==> config.mk <==
export PLATFORM = sky130hd
export DESIGN_NAME = mem_stage
export DESIGN_NICKNAME = d
export VERILOG_FILES = /design/src/rtl/pip_pkg.sv /design/src/rtl/load_align.sv /design/src/rtl/mem_stage.sv
export SDC_FILE = /design/constraint.sdc
export NUM_CORES = 1
export LEC_CHECK = 0
export BUFFER_PORTS_ARGS = -buffer_cell sky130_fd_sc_hd__buf_2
export CAP_MARGIN = 5
export CELL_PAD_IN_SITES_DETAIL_PLACEMENT = 1
export CELL_PAD_IN_SITES_GLOBAL_PLACEMENT = 2
export CORE_MARGIN = 2
export CORE_UTILIZATION = 31
export DETAILED_ROUTE_END_ITERATION = 12
export PLACE_DENSITY = 0.8
export SLEW_MARGIN = 20
export SYNTH_ARGS = -nofsm -noshare
export SYNTH_HDL_FRONTEND = slang
export SYNTH_SLANG_ARGS = --single-unit
==> constraint.sdc <==
create_clock -name clk -period 6.5 [get_ports clk]
set_input_delay 0.65 -clock clk [delete_from_list [all_inputs] [get_ports clk]]
set_output_delay 0.65 -clock clk [all_outputs]
set_load 0.02 [all_outputs]
==> src/rtl/pip_pkg.sv <==
// Shared pipeline definitions for the memory stage: funct3 load/store codes,
// MEM FSM states and access-size decode.
package pip_pkg;

  localparam logic [2:0] F3_LB  = 3'b000;
  localparam logic [2:0] F3_LH  = 3'b001;
  localparam logic [2:0] F3_LW  = 3'b010;
  localparam logic [2:0] F3_LBU = 3'b100;
  localparam logic [2:0] F3_LHU = 3'b101;
  localparam logic [2:0] F3_SB  = 3'b000;
  localparam logic [2:0] F3_SH  = 3'b001;
  localparam logic [2:0] F3_SW  = 3'b010;

  typedef enum logic [1:0] {
    ST_IDLE = 2'd0,
    ST_REQ  = 2'd1,
    ST_RESP = 2'd2
  } mem_state_e;

  typedef enum logic [1:0] {
    SZ_BYTE = 2'd0,
    SZ_HALF = 2'd1,
    SZ_WORD = 2'd2
  } access_size_e;

  // Unused funct3 codes fall back to a full-word access.
  function automatic access_size_e access_size(input logic [2:0] funct3, input logic is_store);
    access_size_e sz;
    sz = SZ_WORD;
    if (is_store) begin
      case (funct3)
        F3_SB:   sz = SZ_BYTE;
        F3_SH:   sz = SZ_HALF;
        default: sz = SZ_WORD;
      endcase
    end else begin
      case (funct3)
        F3_LB, F3_LBU: sz = SZ_BYTE;
        F3_LH, F3_LHU: sz = SZ_HALF;
        default:       sz = SZ_WORD;
      endcase
    end
    return sz;
  endfunction

endpackage

==> src/rtl/load_align.sv <==
// Load data lane selection and sign/zero extension for a 32-bit data word.
module load_align
  import pip_pkg::*;
#(
  parameter int unsigned W = 32
) (
  input  logic [W-1:0] i_rdata,
  input  logic [1:0]   i_addr_lo,
  input  logic [2:0]   i_funct3,
  output logic [W-1:0] o_data_c
);

  logic [W-1:0] w_shift;
  logic [7:0]   w_byte;
  logic [15:0]  w_half;

  always_comb begin
    w_shift  = i_rdata >> {i_addr_lo, 3'b000};
    w_byte   = w_shift[7:0];
    w_half   = w_shift[15:0];
    o_data_c = i_rdata;
    case (i_funct3)
      F3_LB:   o_data_c = {{(W-8){w_byte[7]}}, w_byte};
      F3_LBU:  o_data_c = {{(W-8){1'b0}}, w_byte};
      F3_LH:   o_data_c = {{(W-16){w_half[15]}}, w_half};
      F3_LHU:  o_data_c = {{(W-16){1'b0}}, w_half};
      default: o_data_c = i_rdata;
    endcase
  end

endmodule

==> src/rtl/mem_stage.sv <==
// Pipeline MEM stage: zero-latency passthrough for non-memory instructions,
// stalling IDLE->REQ->RESP handshake for aligned loads/stores.
module mem_stage
  import pip_pkg::*;
#(
  parameter int unsigned IMMEDIATE_WIDTH = 32
) (
  input  logic                       clk,
  input  logic                       rst,
  input  logic                       valid_in,
  input  logic [4:0]                 rd_in,
  input  logic [IMMEDIATE_WIDTH-1:0] pc_in,
  input  logic [IMMEDIATE_WIDTH-1:0] alu_res_in,
  input  logic [IMMEDIATE_WIDTH-1:0] sign_immediate_in,
  input  logic [IMMEDIATE_WIDTH-1:0] write_data_in,
  input  logic                       mem_read_in,
  input  logic                       mem_write_in,
  input  logic [2:0]                 funct3_in,
  input  logic                       reg_write_en_in,
  input  logic [1:0]                 write_back_mux_in,
  output logic                       mem_req,
  output logic                       mem_we,
  output logic [IMMEDIATE_WIDTH-1:0] mem_addr,
  output logic [IMMEDIATE_WIDTH-1:0] mem_wdata,
  output logic [3:0]                 mem_be,
  input  logic                       mem_ack,
  input  logic [IMMEDIATE_WIDTH-1:0] mem_rdata,
  output logic [4:0]                 rd_out,
  output logic [IMMEDIATE_WIDTH-1:0] pc_out,
  output logic [IMMEDIATE_WIDTH-1:0] alu_res_out,
  output logic [IMMEDIATE_WIDTH-1:0] sign_immediate_out,
  output logic [IMMEDIATE_WIDTH-1:0] data_mem_res_out,
  output logic                       reg_write_en_out,
  output logic [1:0]                 write_back_mux_out,
  output logic                       stall_out,
  output logic                       misalign_out
);

  localparam int unsigned W = IMMEDIATE_WIDTH;

  mem_state_e   r_state, w_next;
  logic [4:0]   r_rd;
  logic [W-1:0] r_pc, r_alu, r_imm, r_wdata, r_load;
  logic [3:0]   r_be;
  logic [2:0]   r_f3;
  logic         r_we, r_rwe;
  logic [1:0]   r_wbm;

  logic         w_is_mem, w_misalign, w_capture, w_take;
  access_size_e w_size;
  logic [3:0]   w_be;
  logic [W-1:0] w_wdata, w_load;

  // Decode of the incoming access: size, alignment, lane enables, replicated data.
  always_comb begin
    w_is_mem   = mem_read_in | mem_write_in;
    w_size     = access_size(funct3_in, mem_write_in);
    w_misalign = ((w_size == SZ_HALF) && alu_res_in[0]) ||
                 ((w_size == SZ_WORD) && (alu_res_in[1:0] != 2'b00));
    w_be       = 4'b1111;
    w_wdata    = write_data_in;
    case (w_size)
      SZ_BYTE: begin
        w_be    = 4'(4'b0001 << alu_res_in[1:0]);
        w_wdata = {4{write_data_in[7:0]}};
      end
      SZ_HALF: begin
        w_be    = 4'(4'b0011 << alu_res_in[1:0]);
        w_wdata = {2{write_data_in[15:0]}};
      end
      default: begin
        w_be    = 4'b1111;
        w_wdata = write_data_in;
      end
    endcase
  end

  load_align #(.W(W)) u_load_align (
    .i_rdata   (mem_rdata),
    .i_addr_lo (r_alu[1:0]),
    .i_funct3  (r_f3),
    .o_data_c  (w_load)
  );

  always_ff @(posedge clk or posedge rst) begin
    if (rst) r_state <= ST_IDLE;
    else     r_state <= w_next;
  end

  // Next state and MEM/WB-facing outputs; reset forces the bubble values.
  always_comb begin
    w_next             = r_state;
    w_capture          = 1'b0;
    w_take             = 1'b0;
    mem_req            = 1'b0;
    stall_out          = 1'b0;
    misalign_out       = 1'b0;
    reg_write_en_out   = 1'b0;
    data_mem_res_out   = '0;
    rd_out             = r_rd;
    pc_out             = r_pc;
    alu_res_out        = r_alu;
    sign_immediate_out = r_imm;
    write_back_mux_out = r_wbm;
    case (r_state)
      ST_IDLE: begin
        rd_out             = rd_in;
        pc_out             = pc_in;
        alu_res_out        = alu_res_in;
        sign_immediate_out = sign_immediate_in;
        write_back_mux_out = write_back_mux_in;
        if (valid_in) begin
          if (!w_is_mem) begin
            reg_write_en_out = reg_write_en_in;
          end else if (w_misalign) begin
            misalign_out = 1'b1;
          end else begin
            w_capture = 1'b1;
            stall_out = 1'b1;
            w_next    = ST_REQ;
          end
        end
      end
      ST_REQ: begin
        mem_req   = 1'b1;
        stall_out = 1'b1;
        if (mem_ack) begin
          w_take = 1'b1;
          w_next = ST_RESP;
        end
      end
      ST_RESP: begin
        reg_write_en_out = r_rwe;
        data_mem_res_out = r_load;
        w_next           = ST_IDLE;
      end
      default: w_next = ST_IDLE;
    endcase
    if (rst) begin
      mem_req          = 1'b0;
      stall_out        = 1'b0;
      misalign_out     = 1'b0;
      reg_write_en_out = 1'b0;
      data_mem_res_out = '0;
    end
  end

  // Payload capture and load-result register.
  always_ff @(posedge clk or posedge rst) begin
    if (rst) begin
      r_rd    <= '0;
      r_pc    <= '0;
      r_alu   <= '0;
      r_imm   <= '0;
      r_wdata <= '0;
      r_be    <= '0;
      r_f3    <= '0;
      r_we    <= 1'b0;
      r_rwe   <= 1'b0;
      r_wbm   <= '0;
      r_load  <= '0;
    end else begin
      if (w_capture) begin
        r_rd    <= rd_in;
        r_pc    <= pc_in;
        r_alu   <= alu_res_in;
        r_imm   <= sign_immediate_in;
        r_wdata <= w_wdata;
        r_be    <= w_be;
        r_f3    <= funct3_in;
        r_we    <= mem_write_in;
        r_rwe   <= reg_write_en_in;
        r_wbm   <= write_back_mux_in;
        r_load  <= '0;
      end
      if (w_take) r_load <= r_we ? '0 : w_load;
    end
  end

  assign mem_we    = r_we;
  assign mem_addr  = {r_alu[W-1:2], 2'b00};
  assign mem_wdata = r_wdata;
  assign mem_be    = r_be;

endmodule

==> flow_summary.ini <==
[logic_synthesis]
yosysSeqAreaShare = 0.466
synth-seq-cells = 178
synth.avg_cell_area_um2 = 12.6
yosysWarnings = 0
synth_cell_types = 44
syn_area_um2 = 9550
async_flop_share = 1.00
synthesis.instances = 756
synth_edf_count = 0
synth_ff_type = dfrtp_1

[placed_design]
numPortBuffers = 382
hpwl_um = 20600
gp_congestion = 0.784
placed_cells = 1454

[route]
vias_per_cell = 4.83
drc = 0
wirelength_um = 28400
first_pass_iters = 4
routedWlPerCell_um = 19.0
ant_nets = 0
vias = 7206
drt_iter0_drc = 342

[power]
combPwrFrac = 0.370
ir_worst_vdd_v = 0.000146
p_leak_nw = 6.04
power_frac_seq = 0.385
power_density_nw_per_um2 = 363
power_switching_mw = 1.57
internal_power_mw = 2.84
p_clk_frac = 0.245
swShare = 0.357

[clock_network]
clock_latency_ns = 0.45
cts_setup_buffers = 0
cts-root-buf = clkbuf_16
cts_tree = yes
clock_sinks = 178
cts_buffer_depth = 2
cts_resized = 0
clkSlewWorstSetupHoldPaths_ns = 0.07
cts_hold_buf = 0
htreeDepth = 4
cts_made_buffers = 17

[outcome]
outcome = finished, final reports clean

[layout]
num-fill-cells = 3406
area_delta_synth_final_pct = 27.2
layout.cells.non_filler = 1491
final_nets = 1255
final_layout_size_suffix_gt1_frac = 0.619

[sta]
fin_skew_ns = 0.0156
hold_viol_final = 0
period_share = 0.568
clock.fmax_mhz = 271
setup_viol = 0
slew_violations = 0
tightest_slew_ns = 1.04
fin_tns_setup_ns = 0
rsz0062_at_grt = false
slew_headroom = 0.305
period_needed_ns = 3.69

[floorplanning]
core_area_um2 = 30400
io_pins = 385
die_h_um = 180
core.rowCount = 64
start_util = 0.314
dieWidth_um = 180
dieArea_um2 = 32200

[critical_path]
rrSetupSlack_ns = 3.95
cp.arrival_ns = 4.01
start_kind = input port
worst_setup_path_end_kind = register
critPathKind = in -> reg
worstPathRequired_ns = 6.82
critical_path_peak_fanout = 78

[global_route]
antenna_found_initial = 6
grt_pass1_wl_um = 44900
grt_overflow = 0
grt_max_degree = 81
first_global_vias = 7630
track_usage = 0.176

[min_path]
hold_class = in -> async

[flow_run]
drv_cap = 0
-- worst paths after layout --
| check | endpoint | start | cells past startpoint |
|---|---|---|---|
| min | r_rwe | rst | 2 |
| max in group asynchronous | r_alu[14] | rst | 3 |
| min reg2reg | r_load[10] | r_load[10] | 1 |
| max reg2reg | r_pc[10] | r_state[0] | 4 |
| max | r_pc[10] | mem_write_in | 6 |
| min in group clk | r_load[0] | mem_rdata[0] | 2 |
-- Yosys cell counts, types with 9 or more instances --
master / n / area [µm²]
mux2_2: 190 / 2140
mux2_4: 51 / 766
a21oi_1: 31 / 155
mux2i_1: 25 / 250
o2bb2ai_1: 9 / 78.8
dfrtp_1: 178 / 4450
o21ai_0: 16 / 80.1
inv_1: 18 / 67.6
buf_2: 20 / 100
nor2_1: 21 / 78.8
a221o_1: 24 / 240
buf_4: 35 / 263
clkbuf_1: 25 / 93.8
and2_1: 33 / 206
-- metrics by stage --
step                      total power, mW  setup WS (ns)  area [µm²]   util  hold WS (ns)
final                                4.41           2.81       12100  0.399         0.264
after global routing                 4.67           2.56       12100  0.399         0.277
after CTS                            4.47           2.76       12100  0.399         0.255
after detailed placement             3.36           2.30       11500  0.379         0.474
after global placement               3.31           2.37       11500  0.379         0.468
after floorplan                      2.91           1.02        9560      -         0.448
-- critical path, cell delays in order --
cell	delay [ns]
buf_2	0.20
a21o_1	0.80
a2bb2oi_2	0.46
nand2_4	0.91
buf_12	0.48
mux2_2	0.39
-- cell usage in the layout (no fill, tap or decap), types with 2 or more instances in the layout --
cell type,Yosys,routed
diode_2,0,4
nor2_1,21,20
nor2b_1,8,8
o2bb2ai_1,9,9
clkinvlp_4,0,4
nand2b_1,5,5
o21ai_0,16,16
mux2_4,51,51
a22oi_1,4,4
a21o_1,2,2
o21ai_1,2,2
buf_12,0,2
clkinv_2,0,3
nor4_1,2,2
buf_2,20,382
inv_1,18,17
nor3_1,5,4
clkbuf_1,25,2
a311oi_1,2,2
o22ai_1,6,6
dfrtp_1,178,178
and2_1,33,33
nand3b_1,2,2
clkbuf_16,0,17
nand2_1,8,7
clkinv_4,0,2
mux2i_1,25,25
a211oi_1,2,2
mux2_2,190,190
buf_4,35,7
a221o_1,24,24
conb_1,1,2
inv_6,0,2
a31oi_1,8,8
a21oi_1,31,31
bufinv_16,0,3
-- state kept, by name, summed over array words and instances, names as in the netlist --
register and cells:
mem_be 4, r_rwe 1, r_load 32, r_imm 32
r_alu 32, mem_we 1, r_f3 3, r_pc 32
mem_wdata 32, r_state 2, r_rd 5, r_wbm 2
-- cells by family after synthesis --
kind of cell / synth area share
AOI/OAI and AO/OA: 0.0842
buffers and inverters: 0.0639
DFF: 0.466
muxes: 0.333
other: 0.000392
and+or+nand+nor: 0.0526
-- power by group through the flow --
stage / Sequential [mW] / Combinational [mW] / Clock, mW
6_report: 1.70 / 1.63 / 1.08
5_1_grt: 1.75 / 1.75 / 1.16
2_1_floorplan: 1.72 / 1.18 / 0
4_1_cts: 1.70 / 1.65 / 1.12
3_5_place_dp: 1.71 / 1.65 / 0
3_3_place_gp: 1.70 / 1.61 / 0
-- cell type report --
class / instances / area, µm² / area share
multi-input cells: 472 / 4520 / 0.372
repair buffers: 391 / 2000 / 0.165
clock inverters: 13 / 161 / 0.0133
inverters: 18 / 72.6 / 0.00597
clock buffers: 19 / 433 / 0.0356
well taps: 396 / 495 / 0.0408
flip-flops and latches: 178 / 4450 / 0.367
diodes: 4 / 10.0 / 0.000824
-- routing by layer --
| metal | up-vias | routed length (µm) | track usage | share of wire |
|---|---|---|---|---|
| met1 | 3599 | 12000 | 0.221 | 0.42 |
| met5 | - | 24 | 0 | 0.00085 |
| met3 | 28 | 1990 | 0.0561 | 0.070 |
| li1 | 3331 | - | - | - |
| met4 | 4 | 447 | 0.0537 | 0.016 |
| met2 | 244 | 13900 | 0.289 | 0.49 |
(Power assumes the default switching activity.)
